<file path="src/rtl/soduku_controller.sv">
// Sequencing controller for the singleton-propagation sudoku solver core.
// Validates a BCD puzzle, loads it into the solver and reports the first outcome.
module soduku_controller #(
  parameter int MAX_ITER = 200
) (
  input  logic         clk_in,
  input  logic         reset_in,
  input  logic         start_in,
  input  logic [323:0] board_in,
  output logic         ready_out,
  output logic         solver_reset_out,
  output logic [323:0] solver_board_out,
  input  logic [323:0] solver_board_in,
  output logic         done_out,
  output logic [1:0]   status_out,
  output logic [323:0] result_out,
  output logic [7:0]   iter_out
);

  localparam int         CELLS      = 81;
  localparam logic [7:0] ITER_LIMIT = 8'(MAX_ITER);

  typedef enum logic [2:0] {
    IDLE,
    LOAD,
    SETTLE,
    RUN,
    DONE
  } state_t;

  typedef enum logic [1:0] {
    ST_SOLVED  = 2'b00,
    ST_STUCK   = 2'b01,
    ST_TIMEOUT = 2'b10,
    ST_INVALID = 2'b11
  } status_t;

  state_t         state_q, state_d;
  status_t        status_q, status_d;
  logic [323:0]   solver_board_q, solver_board_d;
  logic [323:0]   prev_q, prev_d;
  logic [323:0]   result_q, result_d;
  logic [7:0]     iter_q, iter_d;
  logic [7:0]     iter_out_q, iter_out_d;

  logic           board_in_bad;
  logic           solver_full;
  logic           run_exit;

  // Digit scans: any non-BCD nibble in the request, any empty cell in the solver board.
  always_comb begin
    board_in_bad = 1'b0;
    solver_full  = 1'b1;
    for (int i = 0; i < CELLS; i++) begin
      if (board_in[4*i +: 4] > 4'd9) begin
        board_in_bad = 1'b1;
      end
      if (solver_board_in[4*i +: 4] == 4'd0) begin
        solver_full = 1'b0;
      end
    end
  end

  always_comb begin
    state_d        = state_q;
    status_d       = status_q;
    solver_board_d = solver_board_q;
    prev_d         = prev_q;
    result_d       = result_q;
    iter_d         = iter_q;
    iter_out_d     = iter_out_q;
    run_exit       = 1'b0;

    case (state_q)
      IDLE: begin
        if (start_in) begin
          solver_board_d = board_in;
          if (board_in_bad) begin
            state_d    = DONE;
            status_d   = ST_INVALID;
            result_d   = board_in;
            iter_out_d = 8'd0;
          end else begin
            state_d = LOAD;
          end
        end
      end
      LOAD: begin
        state_d = SETTLE;
      end
      SETTLE: begin
        prev_d  = solver_board_in;
        iter_d  = 8'd0;
        state_d = RUN;
      end
      RUN: begin
        // Priority: solved beats stuck beats timeout.
        if (solver_full) begin
          run_exit = 1'b1;
          status_d = ST_SOLVED;
        end else if (solver_board_in == prev_q) begin
          run_exit = 1'b1;
          status_d = ST_STUCK;
        end else if (iter_q == ITER_LIMIT) begin
          run_exit = 1'b1;
          status_d = ST_TIMEOUT;
        end else begin
          prev_d = solver_board_in;
          iter_d = iter_q + 8'd1;
        end
        if (run_exit) begin
          state_d    = DONE;
          result_d   = solver_board_in;
          iter_out_d = iter_q;
        end
      end
      DONE: begin
        state_d = IDLE;
      end
      default: begin
        state_d = IDLE;
      end
    endcase
  end

  always_ff @(posedge clk_in or posedge reset_in) begin
    if (reset_in) begin
      state_q        <= IDLE;
      status_q       <= ST_SOLVED;
      solver_board_q <= '0;
      prev_q         <= '0;
      result_q       <= '0;
      iter_q         <= 8'd0;
      iter_out_q     <= 8'd0;
    end else begin
      state_q        <= state_d;
      status_q       <= status_d;
      solver_board_q <= solver_board_d;
      prev_q         <= prev_d;
      result_q       <= result_d;
      iter_q         <= iter_d;
      iter_out_q     <= iter_out_d;
    end
  end

  assign ready_out        = (state_q == IDLE);
  assign solver_reset_out = (state_q == LOAD);
  assign done_out         = (state_q == DONE);
  assign solver_board_out = solver_board_q;
  assign status_out       = status_q;
  assign result_out       = result_q;
  assign iter_out         = iter_out_q;

endmodule

</file>
<file path="config.mk">
export PLATFORM = sky130hd
export DESIGN_NAME = soduku_controller
export DESIGN_NICKNAME = d
export VERILOG_FILES = /design/src/rtl/soduku_controller.sv
export SDC_FILE = /design/constraint.sdc
export NUM_CORES = 2
export LEC_CHECK = 0
export CAP_MARGIN = 15
export CORE_AREA = 10 10 500 502
export CTS_CLUSTER_SIZE = 10
export DETAILED_ROUTE_END_ITERATION = 8
export DIE_AREA = 0 0 510 512
export PLACE_DENSITY = 0.41
export SYNTH_ARGS = -nofsm -noshare
export SYNTH_HDL_FRONTEND = slang
export SYNTH_SLANG_ARGS = --single-unit
</file>
<file path="constraint.sdc">
create_clock -name clk_in -period 39 [get_ports clk_in]
set_input_delay 5.85 -clock clk_in [delete_from_list [all_inputs] [get_ports clk_in]]
set_output_delay 5.85 -clock clk_in [all_outputs]
set_load 0.1 [all_outputs]
</file>
* Word level (Yosys, flattened, before mapping)
Cells that the tools add are included. Widths: inputs -> output; s select.
Storage, ports and cells: input bits 651, output and inout bits 661, word-level logic and storage cells 383, bits in registers 993
Cells by class: add/subtract/negate cells 1, reduce and logical (&&, ||, !) cells 89, magnitude comparators 81, equal/unequal tests 13, multiplexer cells 192
Operator list (number):
- $mux 324 | 6
- $pmux 324 s2 | 2
- $eq 324x324->1 | 1
- $gt 4x4->1 const B | 81
- $logic_not 4->1 | 81
- $mux 1 | 166
- $mux 8 | 6
- $pmux 8 s2 | 2
- $pmux 3 s4 | 1
- $reduce_and 4->1 | 3
- $mux 2 | 5
- $ne 2x2->1 const B | 5
- $mux 3 | 3
- $add 8x1->8 const B | 1
- $eq 8x8->1 const B | 1
- $eq 3x2->1 const B | 2
- $ne 4x4->1 const B | 1
- $pmux 2 s2 | 1
- $reduce_and 2->1 | 2
- $reduce_bool 2->1 | 2
- $eq 3x1->1 const B | 1
- $eq 3x3->1 const B | 1
- $logic_not 3->1 | 1
- $ne 2x1->1 const B | 1

* Logic depth before layout (Yosys ltp)
word-level depth 86, depth in mapped cells 11, depth with buffers taken out 8

* Least setup slack after synthesis
OpenSTA, ideal clock, no wires.
kind reg-to-output, start point reg state_q[0], end point out solver_reset_out, cell stages (with the launch flop) 3, required time 33150 ps, arrival time 2860 ps, path buffers 1, slack 30290 ps, path through dfrtp_1 -> clkbuf_1 -> nor3b_1
On the way: longest elaborated chain between the ends 1
RTL lines:
- start, declared | RTL line 38 | state_t state_q, state_d;
- start signal, assigned | RTL line 136 | state_q <= state_d;
- $eq 3x1->1 | RTL line 147 | assign solver_reset_out = (state_q == LOAD);
- end, declared | RTL line 11 | output logic solver_reset_out,
Every way passes these cells.

* Final worst setup path
start point in board_in[6], end point reg result_q[252] (netlist: result_out[252])
On the way: longest elaborated chain between the ends 83
RTL lines:
- start, declared | RTL line 9 | input logic [323:0] board_in,
- $gt 4x4->1 | RTL line 55 | if (board_in[4*i +: 4] > 4'd9) begin
- $mux 1 (80 in series) | RTL line 55
- $ne 2x1->1 (no line)
- $reduce_and 4->1 (no line)
- end signal, assigned | RTL line 140 | result_q <= result_d;
- end, declared | RTL line 42 | logic [323:0] result_q, result_d;
Every way passes these cells. A chain may end at the register's enable or synchronous reset.

==> results.txt <==
The die covers 0.261 mm². The filler cells instantiated in the layout total 24898. The tools report the sum of routed wire length over all layers as 319000 µm.

After synthesis, the cell types taking the most area are dfrtp_1 (56%), mux2_2 (13%), a221o_1 (7.3%), xor2_1 (6.1%), mux2_4 (4.7%). Area fraction in compound gates after synthesis: 0.0864. After layout, the minimum clock period comes to 12.56 ns. After detailed routing, the average wire length per cell comes to 40.0 µm.

For the number of rows created at floorplan, the log shows 180. By area, the combinational part of the netlist is dominated by multiplexers. The ratio of total power to cell area is 75.8 mW/mm², and the worst-case headroom to the max-slew limit is -0.110. For the final number of max-transition violations, the log shows 71.

By instance count, the cell type seen most on the critical path is nand4_1. Setup repair after global routing left no endpoint under its margin. The later pin in the worst-skew pair is clocked with a latency of 0.80 ns. The fraction of the yosys area taken by sequential cells was 0.560; the highest cell delay on the worst timing path was 0.87 ns.

The tools report the data arrival time of the critical path as 13.25 ns. The multiplexer share of the synthesized area came out at 0.176. The min-delay analysis places its worst path in the category reg2reg.

The finished layout holds 7972 standard cells, fillers aside. Count of cells resized by post-cts repair: 0. The largest individual stage delay along the critical path comes from the cell a21oi_4. In the final layout, flip-flops and latches occupy 0.0248 mm². The post-synthesis share of cell area spent on full adders, half adders and majority gates was 0.000564; the sum of net half-perimeters after detailed placement was 260000 µm. The worst setup path is of the in2reg kind.

The initial antenna violation count came out at 97. Walking the worst path, the cells encountered are clkdlybuf4s50_1 > o21ai_0 > nand4_1 > nor4_1 > buf_2 > nand4_1 > or4_4 > and2_1 > a21oi_4 > buf_12 > buf_4 > a221o_1. Setup slack closes at 26.44 ns.

In this run the cell area of the synthesized design comes to 0.0444 mm². The quantity of I/O buffers inserted on ports came out at 1311. In this run the vertical extent of the chip is 512 µm. The TritonCTS buffer count is 139, and the fraction of synthesized cell area in xor and xnor cells is 0.0639. Along the worst path, the maximum fanout reaches 132. Summed over all failing endpoints, the final setup total negative slack is 0 ns. The H-tree generated during clock tree synthesis spans 4 levels. For the number of routed nets with antenna violations, the log shows 0.

The placer congestion estimate is 0.851, and the fraction of final layout cells sized beyond drive strength 1 is 0.252. The unique cell type count in the Yosys netlist is 42, and the data required time at the worst endpoint is 39.70 ns. Yosys mapped a number of flops with a built-in enable equal to 0. The total vias in the final route was 37161; the final clock period utilization by the worst path was 0.322.

Number of global-route vias before repair: 38092. The slew at the pin closest to its max-slew limit was 1.66 ns; the number of sinks handled by clock tree synthesis was 993. Across the run, the number of max-cap violations was 0.

The effective utilization at floorplan was 0.185. The largest total area in the synthesized netlist belongs to dfrtp_1. The analysis attributes to cell leakage a power of 28.9 nW. The area growth from synthesis to layout is 48.5%. The checks that failed: max-slew violations.

The quantity of hold-fixing buffers added after cts was 0; the ratio of routed vias to standard cells was 4.66. The run finished, with violations left. TritonCTS built the clock tree. The kind of capture point of the worst setup path is a flop.

Length of the first detailed-routing pass in iterations: 5. The tools report the global-route wire length before repair as 407000 µm. The net count of the mapped netlist came out at 3911.

Among all flip-flop cells after synthesis, the most frequent one is dfrtp_1. The startpoint class of the critical path is a primary input. The average instance in the mapped netlist occupies 13.6 µm².

After synthesis, the most frequently instantiated cells are dfrtp_1 (993), mux2_2 (510), a221o_1 (324), and3_1 (324), xor2_1 (308). The total global routing overflow is 0. The cell family contributing the most delay on the critical path is simple AND/OR/NAND/NOR gates. Count of synthesis-stage warnings from yosys: 0. The cell sitting at the root of the clock tree is a clkbuf_16. For the maximum number of pins on one net before global-route repair, the log shows 165. For this run, the top clock speed supported by timing is 79.6 MHz.

The post-placement worst setup slack was 25.71 ns; the register bit count reported by yosys was 993. After clock tree synthesis, the clock-pin slew on the worst setup and hold paths is 0.05 ns. Largest buffer count on any clock path: 3.

Summing all multi-input logic gate instances after layout gives 0.0184 mm². The total DRC errors in the routed layout was 0; the number of buffers added for setup after CTS was 0. After floorplanning, the core was sized to cover 0.240 mm². dfrtp_1 is the most common cell in the netlist. The synthesized-area fraction occupied by and/or/nand/nor cells is 0.0871, and the number of instances in the synthesized netlist is 3258.

Number of top-level pins: 1312. Across the routed clock network, the largest skew measured is 0.0389 ns. The total track usage is 0.234, and the async set-or-reset flop fraction in the synthesized netlist is 1.00. The horizontal die dimension is 510 µm.

After layout, the design draws a total of 0.00500 W. For this run, the post-layout net count is 5299. The tools report the final number of hold-violating endpoints as 0.

The worst-case IR drop observed on VDD is 0.0000372 V. The detailed router finished its first iteration with 2879 violations. Setup violations remaining at the end of the flow were counted as 0.

The tools report the post-placement cell count as 7690. The share of Yosys cell area claimed by the top area cell type is 0.560. Buffering stage count on the worst path with inverters included: 4.
cell families after synthesis:
| logic type | count (synthesis) |
|---|---|
| XOR/XNOR | 324 |
| AND/OR/NAND/NOR | 627 |
| multiplexers | 648 |
| flip-flops | 993 |
| buffers and inverters | 231 |
| adder cells (fa/ha/maj) | 2 |
| AO/OA/AOI/OAI | 433 |
through the flow:
step	hold slack (ns)	cell area (µm²)	utilization
after floorplan	0.501	44400	-
after global placement	0.489	61200	0.255
after detailed placement	0.493	61300	0.256
after CTS	0.507	65800	0.275
after global routing	0.513	65800	0.275
final	0.503	65900	0.275
path summary, 6_finish.rpt:
check                                     startpoint                    to  slack [ns]  cells after the start
worst max-delay path                     board_in[6]       result_out[252]       26.44                     12
worst min-delay path            solver_board_out[18]  solver_board_out[18]        0.50                      1
worst max register to register            prev_q[16]       result_out[296]       31.94                     12
worst min register to register  solver_board_out[18]  solver_board_out[18]        0.50                      1
max in group asynchronous                   reset_in           prev_q[241]       29.17                      6
min in group asynchronous                   reset_in  solver_board_out[37]        5.64                      2
worst reg2reg max path, delay by kind of cell, from the launching register on:
family | cells | cell delay (ns)
AO/OA/AOI/OAI | 2 | 1.13
XOR/XNOR | 1 | 0.17
buffers and inverters | 4 | 2.74
flip-flops | 1 | 0.39
AND/OR/NAND/NOR | 5 | 2.54
where the power goes:
group	total (W)	internal [W]	switching [W]
Combinational	0.00232	0.000537	0.00178
Clock	0.00130	0.000766	0.000537
Sequential	0.00138	0.00124	0.000141
layer usage:
metal	vias up	wire length, µm	GRT usage	share of wire
li1	15258	-	-	-
met2	1674	147000	0.377	0.46
met4	48	11000	0.0714	0.035
met1	19803	134000	0.295	0.42
met3	378	26700	0.0774	0.084
met5	-	283	0	0.00089
registers in the layout, indices dropped and copies added, names as in the netlist:
name	count
iter_out	8
iter_q	8
prev_q	324
result_out	324
solver_board_out	324
state_q	3
status_out	2
area by class of cell:
cell class                      instances  area share
Tap cell                             3185      0.0605
Multi-Input combinational cell       2034       0.280
Timing Repair Buffer                 1472       0.212
Clock buffer                          208      0.0625
Clock inverter                         39     0.00687
Antenna cell                           35     0.00133
Sequential cell                       993       0.377
Inverter                                6    0.000456
cells in the final DEF, fill, tap and decap left out, types with 6 or more instances in the layout:
cell,instances
dfrtp_1,993
clkdlybuf4s50_1,1148
nand2_1,11
o21ai_1,10
or4_1,6
nand2b_1,10
clkbuf_1,34
nor2_1,6
mux2_2,510
diode_2,35
nand3_1,17
o21ai_0,82
buf_4,309
and3_1,324
nand4_1,49
xor2_1,308
mux2_4,138
nor4_1,182
clkbuf_16,142
buf_2,10
clkinv_2,16
clkbuf_8,32
xnor2_1,16
a221o_1,324
Note: power is estimated with default switching activity, not from simulation.
